[src/rtl/tpi_link_pkg.sv]
// Shared types and defaults for the TPI drive-side link engine.
package tpi_link_pkg;

    typedef enum logic [1:0] {
        ST_IDLE        = 2'd0,
        ST_RX_WAIT_LOW = 2'd1,
        ST_TX_PRESENT  = 2'd2,
        ST_TX_WAIT_LOW = 2'd3
    } link_state_e;

    localparam int SYNC_STAGES     = 2;
    localparam int DEFAULT_DEPTH   = 4;
    localparam int DEFAULT_TIMEOUT = 4095;

endpackage

[src/rtl/tpi_link_engine_fifo.sv]
// Synchronous show-ahead byte FIFO; full/empty reflect the count before this cycle's operation.
module link_fifo
    import tpi_link_pkg::*;
#(
    parameter int DEPTH = DEFAULT_DEPTH
) (
    input  logic       clk,
    input  logic       reset,
    input  logic       push,
    input  logic [7:0] push_data,
    input  logic       pop,
    output logic [7:0] head,
    output logic       full,
    output logic       empty
);

    localparam int AW = $clog2(DEPTH);
    localparam int CW = AW + 1;

    logic [7:0]    mem_q [DEPTH];
    logic [AW-1:0] wr_ptr_q, wr_ptr_d, rd_ptr_q, rd_ptr_d;
    logic [CW-1:0] count_q, count_d;
    logic          do_push, do_pop;

    assign full    = (count_q == CW'(DEPTH));
    assign empty   = (count_q == '0);
    assign do_push = push && !full;
    assign do_pop  = pop && !empty;
    assign head    = mem_q[rd_ptr_q];

    always_comb begin
        // NOTE: every comb output is assigned unconditionally here, so no latch can be inferred.
        wr_ptr_d = wr_ptr_q + AW'(do_push);
        rd_ptr_d = rd_ptr_q + AW'(do_pop);
        count_d  = count_q + CW'(do_push) - CW'(do_pop);
    end

    always_ff @(posedge clk or posedge reset) begin
        // NOTE: state flops use non-blocking assignments so every flop samples pre-edge values.
        if (reset) begin
            wr_ptr_q <= '0;
            rd_ptr_q <= '0;
            count_q  <= '0;
        end else begin
            wr_ptr_q <= wr_ptr_d;
            rd_ptr_q <= rd_ptr_d;
            count_q  <= count_d;
        end
    end

    // NOTE: storage is deliberately not reset; the count gates every read, so stale data is never visible.
    always_ff @(posedge clk) begin
        if (do_push) mem_q[wr_ptr_q] <= push_data;
    end

endmodule

[src/rtl/tpi_link_engine.sv]
// Drive-side four-phase strobe/ack byte engine for the TPI port, with RX and TX byte FIFOs.
module tpi_link_engine
    import tpi_link_pkg::*;
#(
    parameter int DEPTH   = DEFAULT_DEPTH,
    parameter int TIMEOUT = DEFAULT_TIMEOUT
) (
    input  logic       clk,
    input  logic       reset,
    input  logic [7:0] pa_in,
    output logic [7:0] pa_out,
    output logic       pa_oe,
    input  logic       strobe_in,
    output logic       ack_out,
    input  logic       mode_in,
    output logic [7:0] rx_data,
    output logic       rx_valid,
    input  logic       rx_ready,
    input  logic [7:0] tx_data,
    input  logic       tx_valid,
    output logic       tx_ready,
    output logic       timeout,
    input  logic       err_clr,
    output logic       busy
);

    logic [SYNC_STAGES-1:0] strobe_sync_q, strobe_sync_d, mode_sync_q, mode_sync_d;
    logic                   strobe_s, mode_s;
    link_state_e            state_q, state_d;
    logic [15:0]            cnt_q, cnt_d;
    logic [7:0]             pa_out_q, pa_out_d;
    logic                   ack_q, ack_d, pa_oe_q, pa_oe_d;
    logic                   timeout_q, timeout_d, busy_q, busy_d;
    logic                   rx_push, rx_full, rx_empty;
    logic                   tx_pop, tx_full, tx_empty;
    logic [7:0]             tx_head;
    logic                   expired, fire;

    assign strobe_sync_d = {strobe_sync_q[SYNC_STAGES-2:0], strobe_in};
    assign mode_sync_d   = {mode_sync_q[SYNC_STAGES-2:0], mode_in};
    assign strobe_s      = strobe_sync_q[SYNC_STAGES-1];
    assign mode_s        = mode_sync_q[SYNC_STAGES-1];
    assign expired       = (({1'b0, cnt_q} + 17'd1) == 17'(TIMEOUT));

    link_fifo #(.DEPTH(DEPTH)) u_rx_fifo (
        .clk(clk), .reset(reset), .push(rx_push), .push_data(pa_in),
        .pop(rx_valid && rx_ready), .head(rx_data), .full(rx_full), .empty(rx_empty)
    );

    link_fifo #(.DEPTH(DEPTH)) u_tx_fifo (
        .clk(clk), .reset(reset), .push(tx_valid), .push_data(tx_data),
        .pop(tx_pop), .head(tx_head), .full(tx_full), .empty(tx_empty)
    );

    assign rx_valid = !rx_empty;
    assign tx_ready = !tx_full;

    always_ff @(posedge clk or posedge reset) begin
        if (reset) begin
            strobe_sync_q <= '0;
            mode_sync_q   <= '0;
            state_q       <= ST_IDLE;
            cnt_q         <= '0;
            pa_out_q      <= '0;
            ack_q         <= 1'b0;
            pa_oe_q       <= 1'b0;
            timeout_q     <= 1'b0;
            busy_q        <= 1'b0;
        end else begin
            strobe_sync_q <= strobe_sync_d;
            mode_sync_q   <= mode_sync_d;
            state_q       <= state_d;
            cnt_q         <= cnt_d;
            pa_out_q      <= pa_out_d;
            ack_q         <= ack_d;
            pa_oe_q       <= pa_oe_d;
            timeout_q     <= timeout_d;
            busy_q        <= busy_d;
        end
    end

    // Mode is only looked at in IDLE, so a mode flip mid-transfer waits for the transfer to end.
    always_comb begin
        state_d = state_q;
        case (state_q)
            ST_IDLE: begin
                if (!mode_s) begin
                    if (strobe_s && !rx_full) state_d = ST_RX_WAIT_LOW;
                end else if (!tx_empty && !strobe_s) begin
                    state_d = ST_TX_PRESENT;
                end
            end
            ST_RX_WAIT_LOW: if (!strobe_s || expired) state_d = ST_IDLE;
            ST_TX_PRESENT:  if (strobe_s) state_d = ST_TX_WAIT_LOW;
            ST_TX_WAIT_LOW: if (!strobe_s || expired) state_d = ST_IDLE;
            default:        state_d = ST_IDLE;
        endcase
    end

    // The counter holds zero except while dwelling in a wait-low state, which clears it on every entry.
    always_comb begin
        ack_d    = ack_q;
        pa_oe_d  = pa_oe_q;
        pa_out_d = pa_out_q;
        rx_push  = 1'b0;
        tx_pop   = 1'b0;
        fire     = 1'b0;
        cnt_d    = '0;
        case (state_q)
            ST_IDLE: begin
                if (!mode_s && strobe_s && !rx_full) begin
                    rx_push = 1'b1;
                    ack_d   = 1'b1;
                end else if (mode_s && !tx_empty && !strobe_s) begin
                    pa_out_d = tx_head;
                    pa_oe_d  = 1'b1;
                    ack_d    = 1'b1;
                end
            end
            ST_TX_PRESENT: begin
                if (strobe_s) begin
                    tx_pop  = 1'b1;
                    ack_d   = 1'b0;
                    pa_oe_d = 1'b0;
                end
            end
            default: begin
                if (!strobe_s) begin
                    ack_d = 1'b0;
                end else if (expired) begin
                    fire    = 1'b1;
                    ack_d   = 1'b0;
                    pa_oe_d = 1'b0;
                end else begin
                    cnt_d = cnt_q + 16'd1;
                end
            end
        endcase
        timeout_d = fire ? 1'b1 : (err_clr ? 1'b0 : timeout_q);
        busy_d    = (state_d != ST_IDLE);
    end

    assign pa_out  = pa_out_q;
    assign pa_oe   = pa_oe_q;
    assign ack_out = ack_q;
    assign timeout = timeout_q;
    assign busy    = busy_q;

endmodule
[config.mk]
export PLATFORM = sky130hd
export DESIGN_NAME = tpi_link_engine
export DESIGN_NICKNAME = d
export VERILOG_FILES = /design/src/rtl/tpi_link_pkg.sv /design/src/rtl/tpi_link_engine_fifo.sv /design/src/rtl/tpi_link_engine.sv
export SDC_FILE = /design/constraint.sdc
export NUM_CORES = 1
export LEC_CHECK = 0
export CORE_MARGIN = 2
export CORE_UTILIZATION = 46
export CTS_CLUSTER_SIZE = 12
export DETAILED_ROUTE_END_ITERATION = 12
export PLACE_DENSITY = 0.69
export SLEW_MARGIN = 25
export SYNTH_ARGS = -nofsm -noshare
export SYNTH_HDL_FRONTEND = slang
export SYNTH_SLANG_ARGS = --single-unit
[constraint.sdc]
create_clock -name clk -period 2.05 [get_ports clk]
set_clock_uncertainty 0.1 [all_clocks]
set_input_delay 0.41 -clock clk [delete_from_list [all_inputs] [get_ports clk]]
set_output_delay 0.41 -clock clk [all_outputs]
set_load 0.005 [all_outputs]
==> reports/metrics.yaml, run 1 <==
worst_setup_path:
  crit_chain: "or3_4 -> and2_4 -> ha_4 -> inv_4 -> ha_4 -> inv_2 -> fa_2 -> xnor2_2 -> xnor2_1"
  required_ns: 2.22
  cp_top_family: "adder cells"
  cp_max_fo: 2
  cp_slowest_cell: "dfrtp_1"
  startpoint_type: "flip-flop"
  path_buf_inv: 2
  arrival_ns: 2.33
  rr_worst_depth: 9
  critPathCaptureType: "flip-flop"
  critPathMaxStageDelay_ns: 0.39
  path_class: "flip-flop to flip-flop"
  cp.depth: 9
  crit_top_cell: "ha_4"
power:
  leakage_nw: 2.318
  p_comb_share_pct: 34.6
  p_sw_share_pct: 29.40
  p_int_mw: 4.812
  clkPwrFrac_pct: 19.2
  cellPowerDensity_nw_per_um2: 1122
  power_frac_seq_pct: 46.2
  irDropWorstVdd_mv: 0.6070
  p_sw_mw: 2.004
cts:
  path_clk_slew_ns: 0.11
  cts_root_buf: "clkbuf_8"
  cts_num_sinks: 112
  cts_buffers: 9
  cts_max_level: 3
  cts_tree: "yes"
  clkLatencyLatePin_ns: 0.37
  clockBufferDepth: 2
place:
  placed_cells: 500
  dp_hpwl_mm: 5.571
  pre_cts_slack_ns: -0.2500
  place_area_sq_um: 5608
  gp_congestion: 0.7980
  port_buffers: 44
sta:
  min_period_ns: 2.162
  layout_setup_ws_ns: -0.1122
  rsz0062_at_grt: "yes"
  timing.final.setup_violations: 22
  tns_ns: -1.112
  tightest_slew_ns: 0.5830
  finalHoldViolCount: 0
  max_slew_margin_pct: 61.04
  slew_viol_final: 0
  period_share_pct: 105.5
  max_freq_mhz: 462.5
synthesis:
  ys.flop_type: "edfxtp_1"
  async_flop_share_pct: 42.86
  synth_top_area_share_pct: 42.02
  synth_fp_nets: 320
  synth.top_cells.by_count: "64 x edfxtp_1, 48 x dfrtp_1, 19 x nor2_1, 18 x nor3_1, 16 x mux4_2"
  synth_cells: 285
  synth_edf_count: 64
  synth_area_sq_um: 4573
  synth_most_common_cell: "edfxtp_1"
  ys_ff_latch: 112
  synth_cell_types: 40
  synth_area_leader_cell: "edfxtp_1"
  yosys-top-cells-area: "edfxtp_1 42%, dfrtp_1 26%, mux4_2 7.9%"
  yosys_warnings: 0
  yosysSeqAreaShare_pct: 68.29
  avgSynthCellArea_sq_um: 16.05
detailed_routing:
  wl_per_cell_um: 15.85
  firstDrtPassIters: 4
  routed_wl_mm: 8.450
  vias_per_cell: 5.146
  drcViolationCount: 0
  vias: 2743
  ant_nets: 0
  drt_iter0_markers: 137
floorplan:
  fp.dieH_um: 103.7
  die_area_sq_um: 10750
  io_pins: 45
  core_sq_um: 9729
  rows: 36
  start_util_pct: 47.00
  die_x_um: 103.7
layout:
  drive_gt1_share_pct: 38.50
  final_cells: 533
  fin_area_sq_um: 6077
  num_antenna_cells: 0
  fin_nets: 430
  syn_to_final_growth_pct: 32.89
outcome:
  violations: "negative setup slack"
  outcome: "finished, violations left"
grt:
  grt_util_all_layers_pct: 16.97
  antenna_found_initial: 0
  grt_pass1_wl_mm: 14.23
  grt_pass1_vias: 2814
  grt_overflow_total: 0
  grt_max_degree: 49
min_path:
  min_path_cells: 0
  min_path_type: "flip-flop to flip-flop"
flow_run:
  maxCapViolCount: 0
per-stage QoR:
stage	power, mW	hold slack (ns)	utilization [%]
after CTS	6.734	0.2626	61.00
after floorplan	4.290	0.2312	-
after global placement	5.254	0.2344	57.64
after detailed placement	5.350	0.2385	57.64
final	6.816	0.2602	62.46
after global routing	7.254	0.2776	62.46
cell usage in the layout, fill, tap and decap left out, types with 3 or more instances in the layout:
cell type         n
buf_12            5
buf_2             7
buf_4            47
buf_6            10
clkbuf_8         10
clkdlybuf4s50_1  34
dfrtp_1          48
edfxtp_1         64
ha_1              5
ha_4              3
inv_1             7
inv_2             5
inv_6             3
mux2_2            8
mux4_2           16
nand2_1          14
nand3_1           6
nor2_1           16
nor2_2            3
nor3_1           15
nor3_4            3
nor3b_1           3
xnor2_1           9
xnor2_2           5
xor2_1            8
power by group through the flow:
stage / combinational [mW] / clock, mW / sequential [mW]
2_1_floorplan: 1.17 / 0 / 3.12
3_3_place_gp: 2.09 / 0 / 3.16
3_5_place_dp: 2.15 / 0 / 3.20
4_1_cts: 2.23 / 1.35 / 3.15
5_1_grt: 2.59 / 1.45 / 3.22
6_report: 2.36 / 1.31 / 3.15
sequential cells by signal (all words and copies together), names as in the netlist:
name	flops
ack_out	1
busy	1
cnt_q	16
mode_sync_q	2
pa_oe	1
pa_out	8
state_q	2
strobe_sync_q	2
timeout	1
u_rx_fifo.count_q	3
u_rx_fifo.mem_q	32
u_rx_fifo.rd_ptr_q	2
u_rx_fifo.wr_ptr_q	2
u_tx_fifo.count_q	3
u_tx_fifo.mem_q	32
u_tx_fifo.rd_ptr_q	2
u_tx_fifo.wr_ptr_q	2
path summary, 6_finish.rpt:
check / from / endpoint / slack [ns]
setup / recovery: u_rx_fifo.count_q[1]$_DFF_PP0_ / u_rx_fifo.count_q[2]$_DFF_PP0_ / -0.11
hold / removal: strobe_sync_q[0]$_DFF_PP0_ / strobe_sync_q[1]$_DFF_PP0_ / 0.26
setup reg to reg: u_rx_fifo.count_q[1]$_DFF_PP0_ / u_rx_fifo.count_q[2]$_DFF_PP0_ / -0.11
hold reg to reg: strobe_sync_q[0]$_DFF_PP0_ / strobe_sync_q[1]$_DFF_PP0_ / 0.26
max in group asynchronous: reset / u_tx_fifo.count_q[2]$_DFF_PP0_ / 1.31
min in group asynchronous: reset / pa_out[7]$_DFFE_PP0P_ / 0.28
final cells by class:
class | instances | area [sq um]
Fill cell | 749 | 3652
Sequential cell | 112 | 3123
Multi-Input combinational cell | 152 | 1544
Timing Repair Buffer | 106 | 983.4
Tap cell | 133 | 166.4
Clock buffer | 10 | 137.6
Clock inverter | 6 | 65.06
Inverter | 14 | 57.56
routing by layer:
metal  vias up  track usage (%)  wire (um)  part of all wire (%)
met5         -                0          0                     0
met4         0            5.502         73                  0.86
met3         5            3.776        337                   4.0
met2        60            27.20       4277                    51
met1      1397            23.37       3762                    45
li1       1281                -          -                     -
kinds of logic after synthesis:
| group | synth area share (%) |
|---|---|
| muxes | 9.850 |
| AOI/OAI and AO/OA | 1.833 |
| buffers and inverters | 1.806 |
| adders and majority gates | 3.612 |
| and+or+nand+nor | 10.01 |
| xor gates and xnor gates | 4.596 |
| DFF | 68.29 |
worst register-to-register path, stage by stage, from the launching register on:
cell and delay [ns]:
dfrtp_1 0.39, or3_4 0.38, and2_4 0.16, ha_4 0.22, inv_4 0.06, ha_4 0.12, inv_2 0.03, fa_2 0.34
xnor2_2 0.15, xnor2_1 0.12
repair_timing:
| item | in CTS | in global routing |
|---|---|---|
| cloned | 0 | 1 |
| hold buffers | 0 | 0 |
| endpoints found under the setup margin | 52 | 62 |
| pin swaps | 11 | 11 |
| gates resized for setup | 52 | 23 |
| setup buffers | 10 | 7 |
Power figures use the tool's default switching activity.
==> run 2: changes to the inputs <==
CELL_PAD_IN_SITES_DETAIL_PLACEMENT = 2   (was default)
CELL_PAD_IN_SITES_GLOBAL_PLACEMENT = 2   (was default)
CORE_UTILIZATION = 37   (was 46)
GPL_TIMING_DRIVEN = 0   (was default)
HOLD_SLACK_MARGIN = 0.05   (was default)
PLACE_DENSITY = default   (was 0.69)
PLACE_DENSITY_LB_ADDON = 0.1   (was default)
==> run 2 against run 1 <==
  * The flow still finishes with violations (negative setup slack)
  * Worst setup slack lost 0.025 ns
  * Wire length grew 28%
  * Combinational power about the same
  * Final area increased by 3.6%
  * Flip-flop and latch count did not move
  * Fmax down 1.1%
  * Sequential share of layout area down 1.7 points
  * Count of clock-buffer cells in the layout increased by 1
  * Largest power group unchanged
==> reports/metrics.yaml, run 2 (synthesized netlist as in run 1, its figures left out) <==
sta:
  slew_viol_final: 0  # unchanged
  rsz0062_at_grt: "yes"
  layout_setup_ws_ns: -0.1372  # -0.02500 ns
  max_freq_mhz: 457.2  # -1.1%
  finalHoldViolCount: 0  # unchanged
  tns_ns: -2.229  # -1.118 ns
  holdWs_ns: 0.2626  # +0.002350 ns
  tightest_slew_ns: 0.8450  # +0.2620 ns
  period_share_pct: 106.7  # +1.2 points
  timing.final.setup_violations: 32  # +45%
  min_period_ns: 2.187  # +0.02500 ns
  max_slew_margin_pct: 43.67  # -17 points
layout:
  fin_area_sq_um: 6299  # +3.6%
  reg_top3: "u_rx_fifo.mem_q x32, u_tx_fifo.mem_q x32, cnt_q x16"
  layout_commonest_cell: "edfxtp_1"
  mostFrequentLayoutCells: "64 x edfxtp_1, 41 x dfrtp_1, 35 x clkdlybuf4s50_1, 21 x buf_4, 16 x mux4_2"
  final_core_util_pct: 52.22  # -10 points
  num-fill-cells: 1073  # +43%
  num_antenna_cells: 0  # unchanged
  fin_nets: 410  # -4.7%
  syn_to_final_growth_pct: 37.73
  drive_gt1_share_pct: 43.42  # +4.9 points
  multi_input_area_sq_um: 1778  # +15%
  final_cells: 548  # +2.8%
  seq_area_sq_um: 3132  # +0.28%
min_path:
  min_path_type: "flip-flop to flip-flop"
outcome:
  outcome: "finished, violations left"
  violations: "negative setup slack"
detailed_routing:
  ant_nets: 0  # unchanged
  vias_per_cell: 4.940  # -4.0%
  routed_wl_mm: 10.82  # +28%
  drcViolationCount: 0  # unchanged
  firstDrtPassIters: 4  # unchanged
  vias: 2707  # -1.3%
  wl_per_cell_um: 19.74  # +25%
  drt_iter0_markers: 152  # +11%
floorplan:
  fp.dieH_um: 115.2  # +11%
  die_x_um: 115.2  # +11%
  io_pins: 45  # unchanged
  start_util_pct: 37.91  # -9.1 points
  rows: 40  # +11%
  die_area_sq_um: 13270  # +23%
  core_sq_um: 12060  # +24%
cts:
  cts_max_level: 3  # unchanged
  cts_num_sinks: 112  # unchanged
  cts_buffers: 9  # unchanged
  cts_root_buf: "clkbuf_16"
  clockBufferDepth: 2  # unchanged
  cts_hold_buf: 0  # unchanged
  clkLatencyLatePin_ns: 0.36  # about the same
  cts_tree: "yes"
  path_clk_slew_ns: 0.07  # -0.04 ns
power:
  leakage_nw: 2.300  # -0.74%
  total_power_mw: 7.373  # +8.2%
  irDropWorstVdd_mv: 0.6814  # +12%
  cellPowerDensity_nw_per_um2: 1171  # +4.4%
grt:
  grt_pass1_vias: 3021  # +7.4%
  grt_pass1_wl_mm: 16.71  # +17%
  grt_overflow_total: 0  # unchanged
  grt_util_all_layers_pct: 17.42  # +0.45 points
  antenna_found_initial: 0  # unchanged
  grt_max_degree: 49  # unchanged
worst_setup_path:
  required_ns: 2.20  # -0.02 ns
  path_class: "flip-flop to flip-flop"
  cp_max_fo: 4  # +2
  arrival_ns: 2.33  # about the same
  startpoint_type: "flip-flop"
  critPathCaptureType: "flip-flop"
place:
  dp_hpwl_mm: 6.385  # +15%
  placed_cells: 497  # -0.60%
  pre_cts_slack_ns: -0.5888  # -0.3388 ns
  port_buffers: 44  # unchanged
  place_area_sq_um: 5293  # -5.6%
  gp_congestion: 0.7357  # -7.8%
flow_run:
  maxCapViolCount: 0  # unchanged
run 2: per-layer routing:
layer	global-route usage (%)	vias to the layer above	wire length, um
met5	0	-	0
met4	4.337	0	141
met3	5.640	11	358
met2	30.24	39	5831
met1	21.15	1423	4488
li1	-	1234	-
run 2: what timing repair did:
item / 4_1_cts / 5_1_grt
endpoints found under the setup margin: 95 / 77
resized for setup: 96 / 39
setup buffers: 24 / 12
cloned: 1 / 0
pin swaps: 20 / 13
run 2: area by class of cell:
| cell class | count | share of cell area (%) |
|---|---|---|
| buffer | 6 | 0.8939 |
| clock buffer | 11 | 3.854 |
| clock inverter | 5 | 1.013 |
| inverter | 14 | 0.9535 |
| multi-input combinational | 152 | 28.23 |
| sequential | 112 | 49.72 |
| tap | 168 | 3.337 |
| timing repair buffer | 80 | 12.00 |
run 2: power by group:
part | switching (mW) | total (mW) | internal (mW)
clock | 0.824 | 1.82 | 0.991
combinational | 0.971 | 2.34 | 1.37
sequential | 0.365 | 3.22 | 2.85
total | 2.16 | 7.37 | 5.21
run 2: critical path, cell delays in order (launching register included):
cell	delay, ns
dfrtp_2	0.46
nor3_4	0.28
nor3_4	0.06
ha_1	0.27
inv_1	0.06
ha_2	0.17
inv_2	0.04
fa_2	0.36
xnor2_2	0.15
xnor2_1	0.12
run 2: path summary, 6_finish.rpt:
path	from	end	slack, ns	cells after the start
worst max-delay path	u_tx_fifo.count_q[1]$_DFF_PP0_	u_tx_fifo.count_q[2]$_DFF_PP0_	-0.14	9
worst min-delay path	mode_sync_q[0]$_DFF_PP0_	mode_sync_q[1]$_DFF_PP0_	0.26	0
worst max register to register	u_tx_fifo.count_q[1]$_DFF_PP0_	u_tx_fifo.count_q[2]$_DFF_PP0_	-0.14	9
worst min register to register	mode_sync_q[0]$_DFF_PP0_	mode_sync_q[1]$_DFF_PP0_	0.26	0
max in group asynchronous	reset	cnt_q[2]$_DFF_PP0_	0.98	2
min in group asynchronous	reset	u_tx_fifo.count_q[1]$_DFF_PP0_	0.40	2
==> run 3: changes to the inputs <==
CORE_ASPECT_RATIO = 1.25   (was default)
CTS_BUF_LIST = sky130_fd_sc_hd__clkbuf_16   (was default)
==> run 3 against run 2 <==
  * The run still ends with negative setup slack left
  * Total power is 3.2% lower
  * Cell count is 1.3% lower
  * Utilization is 0.43 points lower
  * Via count is 0.96% lower
  * Fmax is 1.7% lower
  * Critical path depth stayed put
  * Highest routed layer unchanged
==> reports/metrics.yaml, run 3 (synthesized netlist as in run 1, its figures left out) <==
cts:
  cts_root_buf: "clkbuf_16"
  cts_buffers: 9  # unchanged
  cts_num_sinks: 112  # unchanged
  cts_tree: "yes"
  clockBufferDepth: 2  # unchanged
  cts_max_level: 3  # unchanged
  clkLatencyLatePin_ns: 0.36  # about the same
  path_clk_slew_ns: 0.08  # about the same
  cts_hold_buf: 0  # unchanged
sta:
  layout_setup_ws_ns: -0.1758  # -0.03863 ns
  min_period_ns: 2.226  # +0.03863 ns
  max_slew_margin_pct: 48.97  # +5.3 points
  max_freq_mhz: 449.3  # -1.7%
  slew_viol_final: 0  # unchanged
  finalHoldViolCount: 0  # unchanged
  tightest_slew_ns: 0.7613  # -0.08364 ns
  timing.final.setup_violations: 35  # +9.4%
  rsz0062_at_grt: "yes"
  holdWs_ns: 0.2585  # -0.004043 ns
  period_share_pct: 108.6  # +1.9 points
power:
  p_int_mw: 4.976  # -4.5%
  total_power_mw: 7.136  # -3.2%
  p_comb_share_pct: 30.4  # -1.3 points
  power_frac_seq_pct: 45.3  # +1.7 points
  leakage_nw: 2.290  # -0.47%
  cellPowerDensity_nw_per_um2: 1138  # -2.8%
  p_sw_mw: 2.160  # about the same
  clkPwrFrac_pct: 24.3  # -0.3 points
  irDropWorstVdd_mv: 0.6275  # -7.9%
  p_sw_share_pct: 30.27  # +0.97 points
place:
  place_area_sq_um: 5295  # about the same
  port_buffers: 44  # unchanged
  gp_congestion: 0.6988  # -5.0%
  dp_hpwl_mm: 6.570  # +2.9%
  placed_cells: 494  # -0.60%
detailed_routing:
  vias: 2681  # -0.96%
  drcViolationCount: 0  # unchanged
  ant_nets: 0  # unchanged
  drt_iter0_markers: 42  # -72%
  routed_wl_mm: 10.55  # -2.5%
  firstDrtPassIters: 4  # unchanged
  vias_per_cell: 4.956  # +0.32%
  wl_per_cell_um: 19.50  # -1.3%
layout:
  syn_to_final_growth_pct: 37.10
  fin_area_sq_um: 6270  # -0.46%
  fin_nets: 407  # -0.73%
  drive_gt1_share_pct: 42.71  # -0.72 points
  final_cells: 541  # -1.3%
  mostFrequentLayoutCells: "64 x edfxtp_1, 37 x dfrtp_1, 35 x clkdlybuf4s50_1, 22 x buf_4, 16 x mux4_2"
  reg_top3: "u_rx_fifo.mem_q x32, u_tx_fifo.mem_q x32, cnt_q x16"
  num_antenna_cells: 0  # unchanged
  layout_commonest_cell: "edfxtp_1"
grt:
  grt_max_degree: 49  # unchanged
  grt_pass1_vias: 3084  # +2.1%
  antenna_found_initial: 0  # unchanged
  grt_util_all_layers_pct: 17.33  # -0.094 points
  grt_overflow_total: 0  # unchanged
  grt_pass1_wl_mm: 16.82  # +0.62%
floorplan:
  start_util_pct: 37.78  # -0.14 points
  io_pins: 45  # unchanged
  die_area_sq_um: 13270  # about the same
  rows: 45  # +13%
  core_sq_um: 12110  # +0.36%
  die_x_um: 103.4  # -10%
  fp.dieH_um: 128.3  # +11%
worst_setup_path:
  cp_max_fo: 2  # -2
  critPathCaptureType: "flip-flop"
  required_ns: 2.19  # about the same
  startpoint_type: "flip-flop"
  arrival_ns: 2.36  # +0.03 ns
  path_class: "flip-flop to flip-flop"
flow_run:
  maxCapViolCount: 0  # unchanged
min_path:
  min_path_type: "flip-flop to flip-flop"
outcome:
  outcome: "finished, violations left"
  violations: "negative setup slack"
[run 3: changes by cell type in the layout (fill, tap and decap cells not counted), moves of 3 or more]
cell,previous run,this run
nor3_4,7,11
dfrtp_2,7,11
dfrtp_1,41,37
inv_1,7,11
nor3_2,9,5
inv_8,0,3
[run 3: critical path, cell delays in order (launching register included)]
cell and delay [ns]:
dfrtp_2 0.43, or3_4 0.37, and2_4 0.15, ha_4 0.21, inv_4 0.05, ha_4 0.12, inv_2 0.03, fa_2 0.35
xnor2_2 0.15, xnor2_1 0.14
[run 3: metrics by stage]
stage	worst slack, ns	utilization [%]	TNS [ns]
4_1_cts	-0.1939	49.65	-3.054
3_3_place_gp	-0.8217	43.62	-72.12
5_1_grt	-0.2944	51.79	-6.181
2_1_floorplan	-0.1686	-	-0.2503
3_5_place_dp	-0.6133	43.74	-35.97
6_report	-0.1758	51.79	-2.218
[run 3: power by group through the flow]
stage | clock network, mW | registers, mW | logic, mW
detailed placement | 0 | 3.21 | 1.98
global placement | 0 | 3.17 | 1.89
global route | 1.86 | 3.30 | 2.42
CTS | 1.78 | 3.24 | 2.09
floorplan | 0 | 3.12 | 1.17
finish | 1.73 | 3.23 | 2.17
[run 3: layout make-up]
| cell class | instances | area, sq um |
|---|---|---|
| fill | 1097 | 5836 |
| sequential | 112 | 3137 |
| multi-input combinational | 152 | 1821 |
| timing repair buffer | 77 | 710.7 |
| clock buffer | 9 | 225.2 |
| tap | 164 | 205.2 |
| clock inverter | 7 | 63.81 |
| inverter | 14 | 57.56 |
| buffer | 6 | 50.05 |
[run 3: what timing repair did]
| action | 4_1_cts | 5_1_grt |
|---|---|---|
| setup buffers | 24 | 8 |
| gates cloned | 1 | 0 |
| pin swaps | 18 | 23 |
| endpoints found under the setup margin | 87 | 82 |
| resized for setup | 98 | 46 |
[run 3: worst paths after layout]
kind / startpoint / slack [ns] / to / depth (start not counted)
max: u_rx_fifo.count_q[1]$_DFF_PP0_ / -0.18 / u_rx_fifo.count_q[2]$_DFF_PP0_ / 9
min in group asynchronous: reset / 0.40 / pa_out[5]$_DFFE_PP0P_ / 2
max in group asynchronous: reset / 0.96 / u_tx_fifo.count_q[2]$_DFF_PP0_ / 2
max reg2reg: u_rx_fifo.count_q[1]$_DFF_PP0_ / -0.18 / u_rx_fifo.count_q[2]$_DFF_PP0_ / 9
min: mode_sync_q[0]$_DFF_PP0_ / 0.26 / mode_sync_q[1]$_DFF_PP0_ / 0
min reg2reg: mode_sync_q[0]$_DFF_PP0_ / 0.26 / mode_sync_q[1]$_DFF_PP0_ / 0
[run 3: routing by layer]
layer  global-route usage (%)  wire length (um)  share of wire [%]  vias to the layer above
met5                        0                 0                  0                        -
li1                         -                 -                  -                     1224
met4                    6.656               181                1.7                        0
met3                    3.490               306                2.9                       11
met2                    30.89              5935                 56                       40
met1                    20.13              4124                 39                     1406
